**src/rtl/idecoder_pipe.sv**
```systemverilog
// RV32I(+M) decode stage: decodes each accepted instruction and queues the
// result in a small FIFO between fetch and execute, with flush and illegal flag.
module idecoder_pipe #(
  parameter int inst_width      = 32,
  parameter int pc_width        = 32,
  parameter int imm_width       = 32,
  parameter int reg_width       = 5,
  parameter int inst_type_width = 4,
  parameter int funct_width     = 5,
  parameter int DEPTH           = 2,
  parameter int ENABLE_M        = 1
) (
  input  logic                       clk,
  input  logic                       rst,
  input  logic                       flush,
  input  logic                       in_valid,
  output logic                       in_ready,
  input  logic [inst_width-1:0]      inst,
  input  logic [pc_width-1:0]        in_pc,
  output logic                       out_valid,
  input  logic                       out_ready,
  output logic [pc_width-1:0]        out_pc,
  output logic [inst_type_width-1:0] inst_type,
  output logic [funct_width-1:0]     funct,
  output logic [imm_width-1:0]       imm,
  output logic [reg_width-1:0]       rd,
  output logic [reg_width-1:0]       rs1,
  output logic [reg_width-1:0]       rs2,
  output logic                       is_m,
  output logic [2:0]                 m_op,
  output logic                       illegal
);

  localparam logic [inst_type_width-1:0] inst_type_lui     = inst_type_width'(1);
  localparam logic [inst_type_width-1:0] inst_type_auipc   = inst_type_width'(2);
  localparam logic [inst_type_width-1:0] inst_type_jal     = inst_type_width'(3);
  localparam logic [inst_type_width-1:0] inst_type_jalr    = inst_type_width'(4);
  localparam logic [inst_type_width-1:0] inst_type_branch  = inst_type_width'(5);
  localparam logic [inst_type_width-1:0] inst_type_load    = inst_type_width'(6);
  localparam logic [inst_type_width-1:0] inst_type_store   = inst_type_width'(7);
  localparam logic [inst_type_width-1:0] inst_type_int_imm = inst_type_width'(8);
  localparam logic [inst_type_width-1:0] inst_type_int_reg = inst_type_width'(9);
  localparam logic [inst_type_width-1:0] inst_type_fence   = inst_type_width'(10);

  localparam logic [funct_width-1:0] funct_add       = funct_width'(1);
  localparam logic [funct_width-1:0] funct_sub       = funct_width'(2);
  localparam logic [funct_width-1:0] funct_sll       = funct_width'(3);
  localparam logic [funct_width-1:0] funct_slt       = funct_width'(4);
  localparam logic [funct_width-1:0] funct_sltu      = funct_width'(5);
  localparam logic [funct_width-1:0] funct_xor       = funct_width'(6);
  localparam logic [funct_width-1:0] funct_srl       = funct_width'(7);
  localparam logic [funct_width-1:0] funct_sra       = funct_width'(8);
  localparam logic [funct_width-1:0] funct_or        = funct_width'(9);
  localparam logic [funct_width-1:0] funct_and       = funct_width'(10);
  localparam logic [funct_width-1:0] funct_eq        = funct_width'(11);
  localparam logic [funct_width-1:0] funct_neq       = funct_width'(12);
  localparam logic [funct_width-1:0] funct_lt        = funct_width'(13);
  localparam logic [funct_width-1:0] funct_gte       = funct_width'(14);
  localparam logic [funct_width-1:0] funct_ltu       = funct_width'(15);
  localparam logic [funct_width-1:0] funct_gteu      = funct_width'(16);
  localparam logic [funct_width-1:0] funct_mem_byte  = funct_width'(17);
  localparam logic [funct_width-1:0] funct_mem_half  = funct_width'(18);
  localparam logic [funct_width-1:0] funct_mem_word  = funct_width'(19);
  localparam logic [funct_width-1:0] funct_mem_byteu = funct_width'(20);
  localparam logic [funct_width-1:0] funct_mem_halfu = funct_width'(21);

  localparam logic [6:0] op_lui     = 7'b0110111;
  localparam logic [6:0] op_auipc   = 7'b0010111;
  localparam logic [6:0] op_jal     = 7'b1101111;
  localparam logic [6:0] op_jalr    = 7'b1100111;
  localparam logic [6:0] op_branch  = 7'b1100011;
  localparam logic [6:0] op_load    = 7'b0000011;
  localparam logic [6:0] op_store   = 7'b0100011;
  localparam logic [6:0] op_int_imm = 7'b0010011;
  localparam logic [6:0] op_int_reg = 7'b0110011;
  localparam logic [6:0] op_fence   = 7'b0001111;

  localparam int ptr_width = $clog2(DEPTH);
  localparam int cnt_width = ptr_width + 1;

  logic [6:0]  opcode;
  logic [2:0]  funct3;
  logic [6:0]  funct7;
  logic [31:0] imm_i;
  logic [31:0] imm_s;
  logic [31:0] imm_b;
  logic [31:0] imm_u;
  logic [31:0] imm_j;
  logic [31:0] imm_shamt;

  assign opcode    = inst[6:0];
  assign funct3    = inst[14:12];
  assign funct7    = inst[31:25];
  assign imm_i     = {{20{inst[31]}}, inst[31:20]};
  assign imm_s     = {{20{inst[31]}}, inst[31:25], inst[11:7]};
  assign imm_b     = {{19{inst[31]}}, inst[31], inst[7], inst[30:25], inst[11:8], 1'b0};
  assign imm_u     = {inst[31:12], 12'b0};
  assign imm_j     = {{11{inst[31]}}, inst[31], inst[19:12], inst[20], inst[30:21], 1'b0};
  assign imm_shamt = {27'b0, inst[24:20]};

  logic [inst_type_width-1:0] dec_type;
  logic [funct_width-1:0]     dec_funct;
  logic [31:0]                dec_imm;
  logic [4:0]                 dec_rd;
  logic [4:0]                 dec_rs1;
  logic [4:0]                 dec_rs2;
  logic                       dec_is_m;
  logic [2:0]                 dec_m_op;
  logic                       dec_illegal;

  always_comb begin
    dec_type    = '0;
    dec_funct   = '0;
    dec_imm     = '0;
    dec_rd      = '0;
    dec_rs1     = '0;
    dec_rs2     = '0;
    dec_is_m    = 1'b0;
    dec_m_op    = '0;
    dec_illegal = 1'b0;
    case (opcode)
      op_lui: begin
        dec_type = inst_type_lui;
        dec_imm  = imm_u;
        dec_rd   = inst[11:7];
      end
      op_auipc: begin
        dec_type = inst_type_auipc;
        dec_imm  = imm_u;
        dec_rd   = inst[11:7];
      end
      op_jal: begin
        dec_type = inst_type_jal;
        dec_imm  = imm_j;
        dec_rd   = inst[11:7];
      end
      op_jalr: begin
        dec_type = inst_type_jalr;
        dec_imm  = imm_i;
        dec_rd   = inst[11:7];
        dec_rs1  = inst[19:15];
      end
      op_branch: begin
        dec_type = inst_type_branch;
        dec_imm  = imm_b;
        dec_rs1  = inst[19:15];
        dec_rs2  = inst[24:20];
        case (funct3)
          3'd0:    dec_funct = funct_eq;
          3'd1:    dec_funct = funct_neq;
          3'd4:    dec_funct = funct_lt;
          3'd5:    dec_funct = funct_gte;
          3'd6:    dec_funct = funct_ltu;
          3'd7:    dec_funct = funct_gteu;
          default: dec_illegal = 1'b1;
        endcase
      end
      op_load: begin
        dec_type = inst_type_load;
        dec_imm  = imm_i;
        dec_rd   = inst[11:7];
        dec_rs1  = inst[19:15];
        case (funct3)
          3'd0:    dec_funct = funct_mem_byte;
          3'd1:    dec_funct = funct_mem_half;
          3'd2:    dec_funct = funct_mem_word;
          3'd4:    dec_funct = funct_mem_byteu;
          3'd5:    dec_funct = funct_mem_halfu;
          default: dec_illegal = 1'b1;
        endcase
      end
      op_store: begin
        dec_type = inst_type_store;
        dec_imm  = imm_s;
        dec_rs1  = inst[19:15];
        dec_rs2  = inst[24:20];
        case (funct3)
          3'd0:    dec_funct = funct_mem_byte;
          3'd1:    dec_funct = funct_mem_half;
          3'd2:    dec_funct = funct_mem_word;
          default: dec_illegal = 1'b1;
        endcase
      end
      op_int_imm: begin
        dec_type = inst_type_int_imm;
        dec_imm  = imm_i;
        dec_rd   = inst[11:7];
        dec_rs1  = inst[19:15];
        case (funct3)
          3'd0: dec_funct = funct_add;
          3'd2: dec_funct = funct_slt;
          3'd3: dec_funct = funct_sltu;
          3'd4: dec_funct = funct_xor;
          3'd6: dec_funct = funct_or;
          3'd7: dec_funct = funct_and;
          3'd1: begin
            dec_imm   = imm_shamt;
            dec_funct = funct_sll;
            if (funct7 != 7'h00) dec_illegal = 1'b1;
          end
          default: begin
            // funct3=5: the upper immediate bits select logical vs arithmetic shift
            dec_imm = imm_shamt;
            if (funct7 == 7'h00)      dec_funct   = funct_srl;
            else if (funct7 == 7'h20) dec_funct   = funct_sra;
            else                      dec_illegal = 1'b1;
          end
        endcase
      end
      op_int_reg: begin
        dec_type = inst_type_int_reg;
        dec_rd   = inst[11:7];
        dec_rs1  = inst[19:15];
        dec_rs2  = inst[24:20];
        if (funct7 == 7'h01) begin
          if (ENABLE_M != 0) begin
            dec_is_m = 1'b1;
            dec_m_op = funct3;
          end else begin
            dec_illegal = 1'b1;
          end
        end else begin
          case ({funct7, funct3})
            {7'h00, 3'd0}: dec_funct = funct_add;
            {7'h20, 3'd0}: dec_funct = funct_sub;
            {7'h00, 3'd1}: dec_funct = funct_sll;
            {7'h00, 3'd2}: dec_funct = funct_slt;
            {7'h00, 3'd3}: dec_funct = funct_sltu;
            {7'h00, 3'd4}: dec_funct = funct_xor;
            {7'h00, 3'd5}: dec_funct = funct_srl;
            {7'h20, 3'd5}: dec_funct = funct_sra;
            {7'h00, 3'd6}: dec_funct = funct_or;
            {7'h00, 3'd7}: dec_funct = funct_and;
            default:       dec_illegal = 1'b1;
          endcase
        end
      end
      op_fence: dec_type = inst_type_fence;
      default:  dec_illegal = 1'b1;
    endcase

    // Illegal entries carry only the flag (and the PC, stored separately).
    if (dec_illegal) begin
      dec_type  = '0;
      dec_funct = '0;
      dec_imm   = '0;
      dec_rd    = '0;
      dec_rs1   = '0;
      dec_rs2   = '0;
      dec_is_m  = 1'b0;
      dec_m_op  = '0;
    end
  end

  logic [pc_width-1:0]        pc_q      [DEPTH];
  logic [inst_type_width-1:0] type_q    [DEPTH];
  logic [funct_width-1:0]     funct_q   [DEPTH];
  logic [imm_width-1:0]       imm_q     [DEPTH];
  logic [reg_width-1:0]       rd_q      [DEPTH];
  logic [reg_width-1:0]       rs1_q     [DEPTH];
  logic [reg_width-1:0]       rs2_q     [DEPTH];
  logic                       is_m_q    [DEPTH];
  logic [2:0]                 m_op_q    [DEPTH];
  logic                       illegal_q [DEPTH];

  logic [ptr_width-1:0] wr_ptr;
  logic [ptr_width-1:0] rd_ptr;
  logic [cnt_width-1:0] count;
  logic                 push;
  logic                 pop;

  // Readiness looks only at the registered count, so a full FIFO stays closed
  // even when the head is being consumed in the same cycle.
  assign in_ready  = (count < cnt_width'(DEPTH)) & ~flush;
  assign out_valid = (count != '0);
  assign push      = in_valid & in_ready;
  assign pop       = out_valid & out_ready;

  always_ff @(posedge clk or negedge rst) begin
    if (!rst) begin
      wr_ptr <= '0;
      rd_ptr <= '0;
      count  <= '0;
      for (int i = 0; i < DEPTH; i++) begin
        pc_q[i]      <= '0;
        type_q[i]    <= '0;
        funct_q[i]   <= '0;
        imm_q[i]     <= '0;
        rd_q[i]      <= '0;
        rs1_q[i]     <= '0;
        rs2_q[i]     <= '0;
        is_m_q[i]    <= 1'b0;
        m_op_q[i]    <= '0;
        illegal_q[i] <= 1'b0;
      end
    end else if (flush) begin
      wr_ptr <= '0;
      rd_ptr <= '0;
      count  <= '0;
    end else begin
      if (push) begin
        pc_q[wr_ptr]      <= in_pc;
        type_q[wr_ptr]    <= dec_type;
        funct_q[wr_ptr]   <= dec_funct;
        imm_q[wr_ptr]     <= imm_width'(dec_imm);
        rd_q[wr_ptr]      <= reg_width'(dec_rd);
        rs1_q[wr_ptr]     <= reg_width'(dec_rs1);
        rs2_q[wr_ptr]     <= reg_width'(dec_rs2);
        is_m_q[wr_ptr]    <= dec_is_m;
        m_op_q[wr_ptr]    <= dec_m_op;
        illegal_q[wr_ptr] <= dec_illegal;
        wr_ptr            <= wr_ptr + ptr_width'(1);
      end
      if (pop) rd_ptr <= rd_ptr + ptr_width'(1);
      case ({push, pop})
        2'b10:   count <= count + cnt_width'(1);
        2'b01:   count <= count - cnt_width'(1);
        default: count <= count;
      endcase
    end
  end

  always_comb begin
    out_pc    = '0;
    inst_type = '0;
    funct     = '0;
    imm       = '0;
    rd        = '0;
    rs1       = '0;
    rs2       = '0;
    is_m      = 1'b0;
    m_op      = '0;
    illegal   = 1'b0;
    if (out_valid) begin
      out_pc    = pc_q[rd_ptr];
      inst_type = type_q[rd_ptr];
      funct     = funct_q[rd_ptr];
      imm       = imm_q[rd_ptr];
      rd        = rd_q[rd_ptr];
      rs1       = rs1_q[rd_ptr];
      rs2       = rs2_q[rd_ptr];
      is_m      = is_m_q[rd_ptr];
      m_op      = m_op_q[rd_ptr];
      illegal   = illegal_q[rd_ptr];
    end
  end

endmodule

```
**config.mk**
```make
export PLATFORM = sky130hd
export DESIGN_NAME = idecoder_pipe
export DESIGN_NICKNAME = d
export VERILOG_FILES = /design/src/rtl/idecoder_pipe.sv
export SDC_FILE = /design/constraint.sdc
export NUM_CORES = 1
export LEC_CHECK = 0
export ABC_CLOCK_PERIOD_IN_PS = 2300
export CORE_MARGIN = 5
export CORE_UTILIZATION = 51
export CTS_BUF_LIST = sky130_fd_sc_hd__clkbuf_4
export CTS_CLUSTER_DIAMETER = 50
export CTS_CLUSTER_SIZE = 10
export DETAILED_ROUTE_END_ITERATION = 8
export PLACE_DENSITY = 0.84
export SYNTH_ARGS = -nofsm -noshare
export SYNTH_HDL_FRONTEND = slang
export SYNTH_SLANG_ARGS = --single-unit
```
**constraint.sdc**
```tcl
create_clock -name clk -period 2.3 [get_ports clk]
set_input_delay 0.46 -clock clk [delete_from_list [all_inputs] [get_ports clk]]
set_output_delay 0.46 -clock clk [all_outputs]
set_load 0.01 [all_outputs]
```
# ---- After elaboration in Yosys (flattened, before gate mapping)
# Cells that the tools add are included.
dict set report totals {
  register_bits 190
  in_bits 69
  output_inout_bits 95
  word_cells 191
}
dict set report op_classes {
  add_sub_neg 4
  magnitude_cmp 4
  eq_ne 30
  n_mux 103
  bitwise_logic 6
  reduce_logical 21
}
# operator count
set op_table {}
lappend op_table {{32-bit two-way mux} 11}
lappend op_table {{32-bit one-hot mux with 6 select lines} 1}
lappend op_table {{64-bit bitwise mux} 2}
lappend op_table {{5-bit two-way mux} 24}
lappend op_table {{4-bit one-hot mux with 10 select lines} 2}
lappend op_table {{5-bit one-hot mux with 5 select lines} 2}
lappend op_table {{10-bit bitwise mux} 4}
lappend op_table {{10-bit by 3-bit equality test with 1-bit output, second input constant} 4}
lappend op_table {{4-bit two-way mux} 9}
lappend op_table {{32-bit demux with 1-bit select} 1}
lappend op_table {{5-bit one-hot mux with 6 select lines} 1}
lappend op_table {{7-bit by 6-bit equality test with 1-bit output, second input constant} 4}
lappend op_table {{4-bit one-hot mux with 7 select lines} 1}
lappend op_table {{1-bit two-way mux} 24}
lappend op_table {{3-bit two-way mux} 8}
lappend op_table {{7-bit equality test, second input constant} 3}
lappend op_table {{10-bit by 2-bit equality test with 1-bit output, second input constant} 2}
lappend op_table {{10-bit by 9-bit equality test with 1-bit output, second input constant} 2}
lappend op_table {{6-bit OR reduction} 3}
lappend op_table {{5-bit one-hot mux with 3 select lines} 1}
lappend op_table {{7-bit by 5-bit equality test with 1-bit output, second input constant} 2}
lappend op_table {{3-bit equality test, second input constant} 4}
lappend op_table {{10-bit by 1-bit equality test with 1-bit output, second input constant} 1}
lappend op_table {{10-bit zero test} 1}
lappend op_table {{other kinds (39)} 51}

# ---- Longest topological paths before layout
# Gate-level depths: netlist of the first run.
dict set report logic_depth {
  ltp_word 7
  ltp_mapped 9
  depth_no_buf 5
}

# ---- Least setup slack after synthesis of the first run
# No wires, ideal clock.
dict set report synth_timing {
  path_kind {input to register}
  start {input inst[6]}
  end {register funct_q[1] (netlist name)}
  setup_time_ns 0.110
  t_arrival_ns 2.344
  required_ns 2.190
  setup_slack_ns -0.155
  path_stages 8
  path_buffers 3
  path_cell_list {buf_4 -> nor2_1 -> a311o_1 -> a311o_1 -> or4_1 -> buf_2 -> buf_6 -> o41ai_1}
}
dict set report synth_between {
  elab_chain_cells 5
  word_cells_on_any_way 15
  cone_classes {eq/ne: 10; mux: 4; reduce/logical: 1}
}
# item line_no
set synth_lines {}
lappend synth_lines {{from (decl)} 18} ;# input logic [inst_width-1:0] inst,
lappend synth_lines {{7-bit by 4-bit equality test with 1-bit output (tied with other cells)} 121} ;# case (opcode)
lappend synth_lines {{5-bit OR reduction (no line)} n/a}
lappend synth_lines {{1-bit one-hot mux with 6 select lines} 121}
lappend synth_lines {{5-bit two-way mux (*)} 243} ;# if (dec_illegal) begin
lappend synth_lines {{10-bit bitwise mux (*)} 304} ;# funct_q[wr_ptr] <= dec_funct;
lappend synth_lines {{to (signal, indexed assignment)} 304}
lappend synth_lines {{to (decl)} 257} ;# logic [funct_width-1:0] funct_q [DEPTH];
# Every way passes the cells marked *; elsewhere a longest branch is shown, timed or not.
# A chain may end at the register's enable or synchronous reset.

# ---- Final worst setup path of the first run
dict set report layout_timing {
  start {register rd_ptr}
  end {output imm[22]}
}
dict set report layout_between {
  elab_chain_cells 5
}
# item line_no
set layout_lines {}
lappend layout_lines {{from (decl)} 267} ;# logic [ptr_width-1:0] rd_ptr;
lappend layout_lines {{from (signal assigned)} 314} ;# if (pop) rd_ptr <= rd_ptr + ptr_width'(1);
lappend layout_lines {{1-bit inverter with 2-bit output (implied by the code)} 338} ;# imm = imm_q[rd_ptr];
lappend layout_lines {{32-bit two-way mux (implied by the code) (3 in a row)} 338}
lappend layout_lines {{32-bit two-way mux} 334} ;# if (out_valid) begin
lappend layout_lines {{to (decl)} 25} ;# output logic [imm_width-1:0] imm,
# Every way passes these cells. The select of a mux whose other input is x is not followed.

==> metrics.md, run 1 <==
| Metric | Value |
|---|---|
| Final GP Congestion | 0.8588 |
| DR vias | 9,648 |
| Seq. cell area | 4761 µm² |
| Drt via density | 5.974 |
| Core Rows | 50 |
| Setup CP Type | flip-flop to output pin |
| Core Region | 18,770 µm² |
| Max-slew violations | 0 |
| Synth area leader | dfrtp_1 |
| Async set or reset register ratio after synthesis | 1.000 |
| Unrepaired setup endpoints after global routing | true |
| Initial antenna violation count | 1 |
| CP Buf/Inv Count | 3 |
| Cell area power density | 562.2 nW/µm² |
| Ys flop type | dfrtp_1 |
| Port Buf Inserts | 163 |
| Slowest stage cell on the critical path | dfrtp_4 |
| First-pass GRT wire length | slightly below 50,000 µm |
| Global route total overflow | 0 |
| Final hold viol count | 0 |
| Clock latency on the worst-skew pair | 0.56 ns |
| Post-synth cell types | 52 |
| CTS root buf | clkbuf_4 |
| Top cells by area, synth | dfrtp_1, nand2_1, mux2i_1, nor2_1, o31ai_1 |
| Reg2reg start | count[1] |
| Synth warn | 0 |
| Avg Synthesized Cell Area | 8.689 µm² |
| Crit path capture type | output pin |
| Post-Place Cells | 1,543 |
| Number of global-route vias before repair | 9,520 |
| Min Tclk post-route | 2.466 ns |
| Seq/Total Area, Yosys | 0.4872 |
| Status | finished, violations left |
| Worst min-delay path startpoint | inst[6] |
| Min-Delay Endpoint | type_q[3] |
| Pin count of the biggest net entering global routing | 67 |
| Synth Register Bits | 190 |
| Period utilization | 1.072 |
| Drc violations | 0 |
| Post-route insts no fill | 1,615 |
| Post-synth EDFFs | 0 |
| Worst Hold Class | input pin to flip-flop |
| Setup TNS | -4.259 ns |
| Hold slack | 0.3055 ns |
| WL/cell | roughly 20 µm |
| Nature of the critical path startpoint | flip-flop |
| Top Ports | between 150 and 200 |
| Tot Pwr | 7.638 mW |
| Family with the most delay on the worst path | buffers and inverters |
| Most frequent cells after synthesis | nand2_1, dfrtp_1, nor2_1, mux2i_1, clkbuf_1 |
| Layout cell share with drive strength beyond 1 | 0.2667 |
| Clock-pin slew on the worst setup and hold paths | 0.15 ns |
| DRT Wirelength | 33,220 µm |
| Relative slew slack | 0.6042 |
| Max VDD drop | between 0.0003 and 0.0004 V |
| Net count, final | around 1,400 |
| Setup WS pre-CTS | -0.6211 ns |
| Cells after Synth | 1,123 |
| CTS tree | done |
| Area Growth Syn to Fin | 39.22% |
| Worst-case clock buffer depth | 2 |
| Fill count | 1,354 |
| Post-synthesis net count | around 1,200 |
| Setup WS post-layout | -0.1660 ns |
| Post-synthesis cell area | a little under 10,000 µm² |
| Worst-path cell chain | buf_4 > buf_6 > mux2i_2 > nor2_1 > dlygate4sd2_1 |
| CTS Sinks | 190 |
| Die X | 148.3 µm |
| Least-Margin Pin Slew | 0.5937 ns |
| Worst Hold Path Cells | 3 |
| Flop2flop setup slack | 0.54 ns |
| DP HPWL | around 20,000 µm |
| Most frequent cell after synthesis | nand2_1 |
| Final setup fails | 75 |
| F_max | 405.5 MHz |
| Routed Antenna Nets | 0 |
| Total CTS buffers | 17 |
| Die area | 22,000 µm² |
| Initial detailed-routing violation count | 1,003 |
| DR pass1 iterations | 6 |
| Total track usage | 0.2771 |
| Critical register-to-register path endpoint | imm_q[51] |
| FF-to-FF path depth | 5 |
| Max FO, Critical Path | 6 |
| Multi-input gate area | approximately 5000 µm² |
| Failing checks | negative setup slack |
| H-tree depth | 4 |
| Largest stage delay, worst path | 0.52 ns |
| Initial Util | 0.5199 |
| Die H | 148.3 µm |
| Final setup skew | between 0.02 and 0.025 ns |
| Required time of the critical path | ~1.8 ns |
| Leakage power | 6.180 nW |
| Yosys top cell area share | 0.4872 |
| Max-Cap Viols | 0 |
| CP arrival | ~2.0 ns |
-- placed cells by master, fill, tap and decap left out, types with 4 or more instances in the layout --
master and n:
a21oi_1 31, a22oi_1 8, a31oi_1 4, and2_1 4, buf_12 26, buf_16 12
buf_2 71, buf_4 102, buf_6 9, clkbuf_16 6, clkbuf_2 9, clkbuf_4 18
clkdlybuf4s50_1 63, dfrtp_1 187, dlygate4sd2_1 10, dlymetal6s2s_1 5, mux2_2 5, mux2i_1 66
mux2i_2 16, mux2i_4 13, nand2_1 334, nand2b_1 10, nand3_1 40, nor2_1 113
nor2_2 5, nor2_4 4, nor2b_1 7, nor3_1 4, o21ai_0 44, o21ai_1 4
o31ai_1 30, o31ai_2 37, o31ai_4 4
-- per-stage QoR --
stage | util | instance area (µm²)
after detailed placement | 0.6671 | 12520
after CTS | 0.6931 | 13010
after global placement | 0.6671 | 12520
final | 0.7239 | 13590
after global routing | 0.7239 | 13590
after floorplan | - | 9803
-- logic make-up (layout without fill, tap and decap cells) --
group	count (synthesis)	count (layout)	synth area share
simple gates	542	542	0.2280
compound gates	191	191	0.1386
flops	190	190	0.4872
mux	100	100	0.1032
buf+inv	97	354	0.04026
xor+xnor	3	3	0.002693
other cells	0	1	0
-- sequential cells by signal, indices dropped and copies added (netlist names), 6 cells and up --
name / cells
pc_q: 64
funct_q: 10
type_q: 8
rd_q: 10
rs1_q: 10
m_op_q: 6
rs2_q: 10
imm_q: 64
-- per-layer routing --
layer / GRT usage / part of all wire / vias to the layer above
met5: 0 / 0 / -
met4: 0.1039 / 0.043 / 0
met3: 0.04570 / 0.079 / 118
met2: 0.4617 / 0.49 / 523
met1: 0.3665 / 0.39 / 4685
li1: - / - / 4322
-- power breakdown --
group	internal [mW]	total, mW	switching [mW]
Combinational	0.924	1.95	1.02
Sequential	3.67	3.87	0.197
Clock	0.656	1.82	1.17
-- final cells by class --
type                       instances  share of cell area
inverter                           3           0.0008289
clock buffer                      18            0.009947
multi-input combinational        836              0.3744
clock inverter                    13             0.01022
antenna                            1           0.0001842
tap                              234             0.02155
timing repair buffer             320              0.2325
sequential                       190              0.3504
-- worst max path at each step --
stage                     startpoint            to  slack (ns)  cells after the start
after global placement       inst[4]  illegal_q[0]       -0.56                      8
after detailed placement     inst[4]     imm_q[17]       -0.62                      8
after CTS                     rd_ptr       imm[25]       -0.20                      5
after floorplan              inst[6]    funct_q[1]       -0.02                      8
final                         rd_ptr       imm[22]       -0.17                      5
after global routing          rd_ptr       imm[22]       -0.23                      5
-- repair_timing --
item                                    CTS  global route
resized for setup                       329           127
endpoints found under the setup margin   95           181
pin swaps                                12            14
hold endpoints to repair                 59             0
buffers inserted                          9            15
hold buffers                              1             0
gates cloned                              9             7
-- worst min-delay path: cells and delay by family --
kind | cells | cell delay, ns
AO/OA/AOI/OAI | 1 | 0.08
buffers and inverters | 2 | 0.30
(Power assumes the default switching activity.)
==> run 2: changes to the inputs <==
ABC_CLOCK_PERIOD_IN_PS = 2100   (was 2300)
CORE_UTILIZATION = 50   (was 51)
PLACE_DENSITY = 0.86   (was 0.84)
clock period = 2.1 ns   (was 2.3 ns; I/O delays follow)
==> metrics.md, run 2 (synthesis gave the netlist of run 1 again) <==
| Metric | Value |
|---|---|
| Status | finished, violations left |
| Failing checks | negative setup slack |
| Critical Path End | rd[4] |
| Drc violations | 0 (unchanged) |
| Layout cell share with drive strength beyond 1 | 0.2716 (+0.004947) |
| DRT Wirelength | 32,180 µm (-3.1%) |
| Reg2reg start | count[1] |
| Min Tclk post-route | 2.372 ns |
| Core Rows | 51 (+2.0%) |
| Global route total overflow | 0 (unchanged) |
| Die X | 149.7 µm (+0.93%) |
| Worst-case clock buffer depth | 2 (unchanged) |
| Flop2flop setup slack | 0.32 ns (-0.22 ns) |
| Worst Hold Class | input pin to async pin |
| Drt via density | 5.793 (-3.0%) |
| Max VDD drop | 0.0003911 V (+28%) |
| Worst-path cell chain | buf_12 > buf_4 > mux2i_1 > buf_4 > nor2_1 > buf_2 |
| Final setup fails | 94 (+25%) |
| Total track usage | 0.2887 (+0.01160) |
| Die area | 22,410 µm² (+1.9%) |
| CTS Sinks | 190 (unchanged) |
| Crit path launch | rd_ptr |
| Nature of the critical path startpoint | flip-flop |
| Least-Margin Pin Slew | 0.5934 ns (-0.0002930 ns) |
| Largest stage delay, worst path | 0.58 ns (+0.06 ns) |
| Number of global-route vias before repair | 9,849 (+3.5%) |
| WL/cell | 19.46 µm (-5.4%) |
| Setup WS post-layout | -0.2718 ns (-0.1058 ns) |
| Unrepaired setup endpoints after global routing | true |
| Slowest stage cell on the critical path | dfrtp_4 |
| DR vias | 9,581 (-0.69%) |
| Dpl cell area | 12,620 µm² (+0.83%) |
| Leakage power | 6.243 nW (+1.0%) |
| Max-Cap Viols | 0 (unchanged) |
| CTS tree | done |
| DP HPWL | 20,310 µm (+1.8%) |
| Cell mode on critical path | buf_4 |
| Final setup skew | 0.02094 ns (-0.002257 ns) |
| Most frequent cells in the layout | nand2_1, dfrtp_1, nor2_1, buf_4, buf_2 |
| Initial antenna violation count | 1 (unchanged) |
| Max FO, Critical Path | 8 (+2) |
| Port Buf Inserts | 163 (unchanged) |
| Initial Util | 0.5047 (-0.01524) |
| CP arrival | 1.95 ns (-0.06 ns) |
| Commonest non-fill, non-tap cell in the layout | nand2_1 |
| Finished Cell Area | 13,590 µm² (about the same) |
| Setup CP Type | flip-flop to output pin |
| DR pass1 iterations | 8 (+2) |
| Setup TNS | -16.21 ns (-11.95 ns) |
| H-tree depth | 4 (unchanged) |
| F_max | between 400 and 500 MHz |
| Pin count of the biggest net entering global routing | 53 (-21%) |
| Net count, final | 1,444 (+0.49%) |
| Crit path capture type | output pin |
| Top Ports | 164 (unchanged) |
| Tot Pwr | 8.688 mW (+14%) |
| FF-to-FF path depth | 8 (+3) |
| Required time of the critical path | 1.68 ns (-0.16 ns) |
| Cell area power density | 639.4 nW/µm² (+14%) |
| Die H | 149.7 µm (+0.93%) |
| Area Growth Syn to Fin | 39.24% (about the same) |
| Core Region | 19,330 µm² (+3.0%) |
| Setup WS pre-CTS | -0.8036 ns (-0.1825 ns) |
| Final hold viol count | 0 (unchanged) |
| Routed Antenna Nets | 0 (unchanged) |
| Critical register-to-register path endpoint | rs2_q[8] |
| Final GP Congestion | 0.8790 (+2.4%) |
| Clock latency on the worst-skew pair | 0.59 ns (+0.03 ns) |
| Total CTS buffers | 17 (unchanged) |
| CTS root buf | clkbuf_4 |
| Relative slew slack | 0.6002 (-0.003985) |
| First-pass GRT wire length | 51,350 µm (+5.0%) |
| Period utilization | 1.129 |
| Initial detailed-routing violation count | 925 (-7.8%) |
| Max-slew violations | 0 (unchanged) |
| Clock-pin slew on the worst setup and hold paths | 0.16 ns (about the same) |
| Biggest regs | imm_q (64), pc_q (64) |
==> run 2: cell types whose count changed in the layout (fill, tap and decap cells not counted), sizes merged <==
| cell | before | now |
|---|---|---|
| dlygate4sd2 | 10 | 7 |
| bufinv | 2 | 5 |
| buf | 222 | 254 |
| bufbuf | 1 | 2 |
| or4 | 1 | 2 |
| clkinvlp | 3 | 2 |
| clkbuf | 34 | 23 |
| clkdlybuf4s15 | 2 | 0 |
| clkinv | 5 | 3 |
| clkdlybuf4s50 | 63 | 53 |
==> run 2: power breakdown <==
part	internal, mW	switching (mW)	leakage [nW]	total (mW)
clock	1.10	1.30	0.183	2.40
sequential	4.02	0.212	2.53	4.23
combinational	0.970	1.09	3.52	2.06
total	6.09	2.60	6.24	8.69
==> run 2: how the worst min path moves through the flow <==
stage                   from        to  slack [ns]  cells after the start
global placement         rst   rd_q[6]        0.40                      1
global route        inst[27]  imm_q[7]        0.31                      4
finish                   rst   rd_q[1]        0.33                      2
CTS                      rst   rd_q[1]        0.29                      2
detailed placement       rst   rd_q[1]        0.41                      1
floorplan                rst  count[0]        0.12                      0
==> run 2: timing repair <==
action,in CTS,in global routing
cloned,11,0
endpoints found under the setup margin,163,184
buffers inserted,27,3
hold buffers,1,0
pin swaps,25,29
resized for setup,470,40
endpoints found under the hold margin,47,0
==> run 2: cell type report <==
class                      instances  area, µm²
tap                              265      331.6
antenna                            1      2.502
inverter                           3      13.76
clock buffer                      19      142.6
fill                            1390       5748
clock inverter                    13      211.5
sequential                       190       4761
timing repair buffer             326       3080
multi-input combinational        837       5044
==> run 2: critical path, delay by kind of cell, from the launching register on <==
kind          cells  cell delay [ns]
simple gates      1             0.09
buf+inv           4             0.61
mux               1             0.11
flops             1             0.58
==> run 2: routing by layer <==
metal,GRT usage,routed length (µm),share of wire,vias to the layer above
met4,0.1354,1440,0.045,0
met1,0.3739,12660,0.39,4605
met2,0.4787,15640,0.49,508
met3,0.04391,2440,0.076,117
met5,0,0,0,-
li1,-,-,-,4351
==> run 2: through the flow <==
step                hold slack [ns]  utilization  instances
finish                       0.3266       0.7027       1654
global route                 0.3120       0.7027       1654
CTS                          0.2932       0.6973       1652
detailed placement           0.4065       0.6529       1581
global placement             0.4044       0.6529       1581
floorplan                    0.1244            -       1123
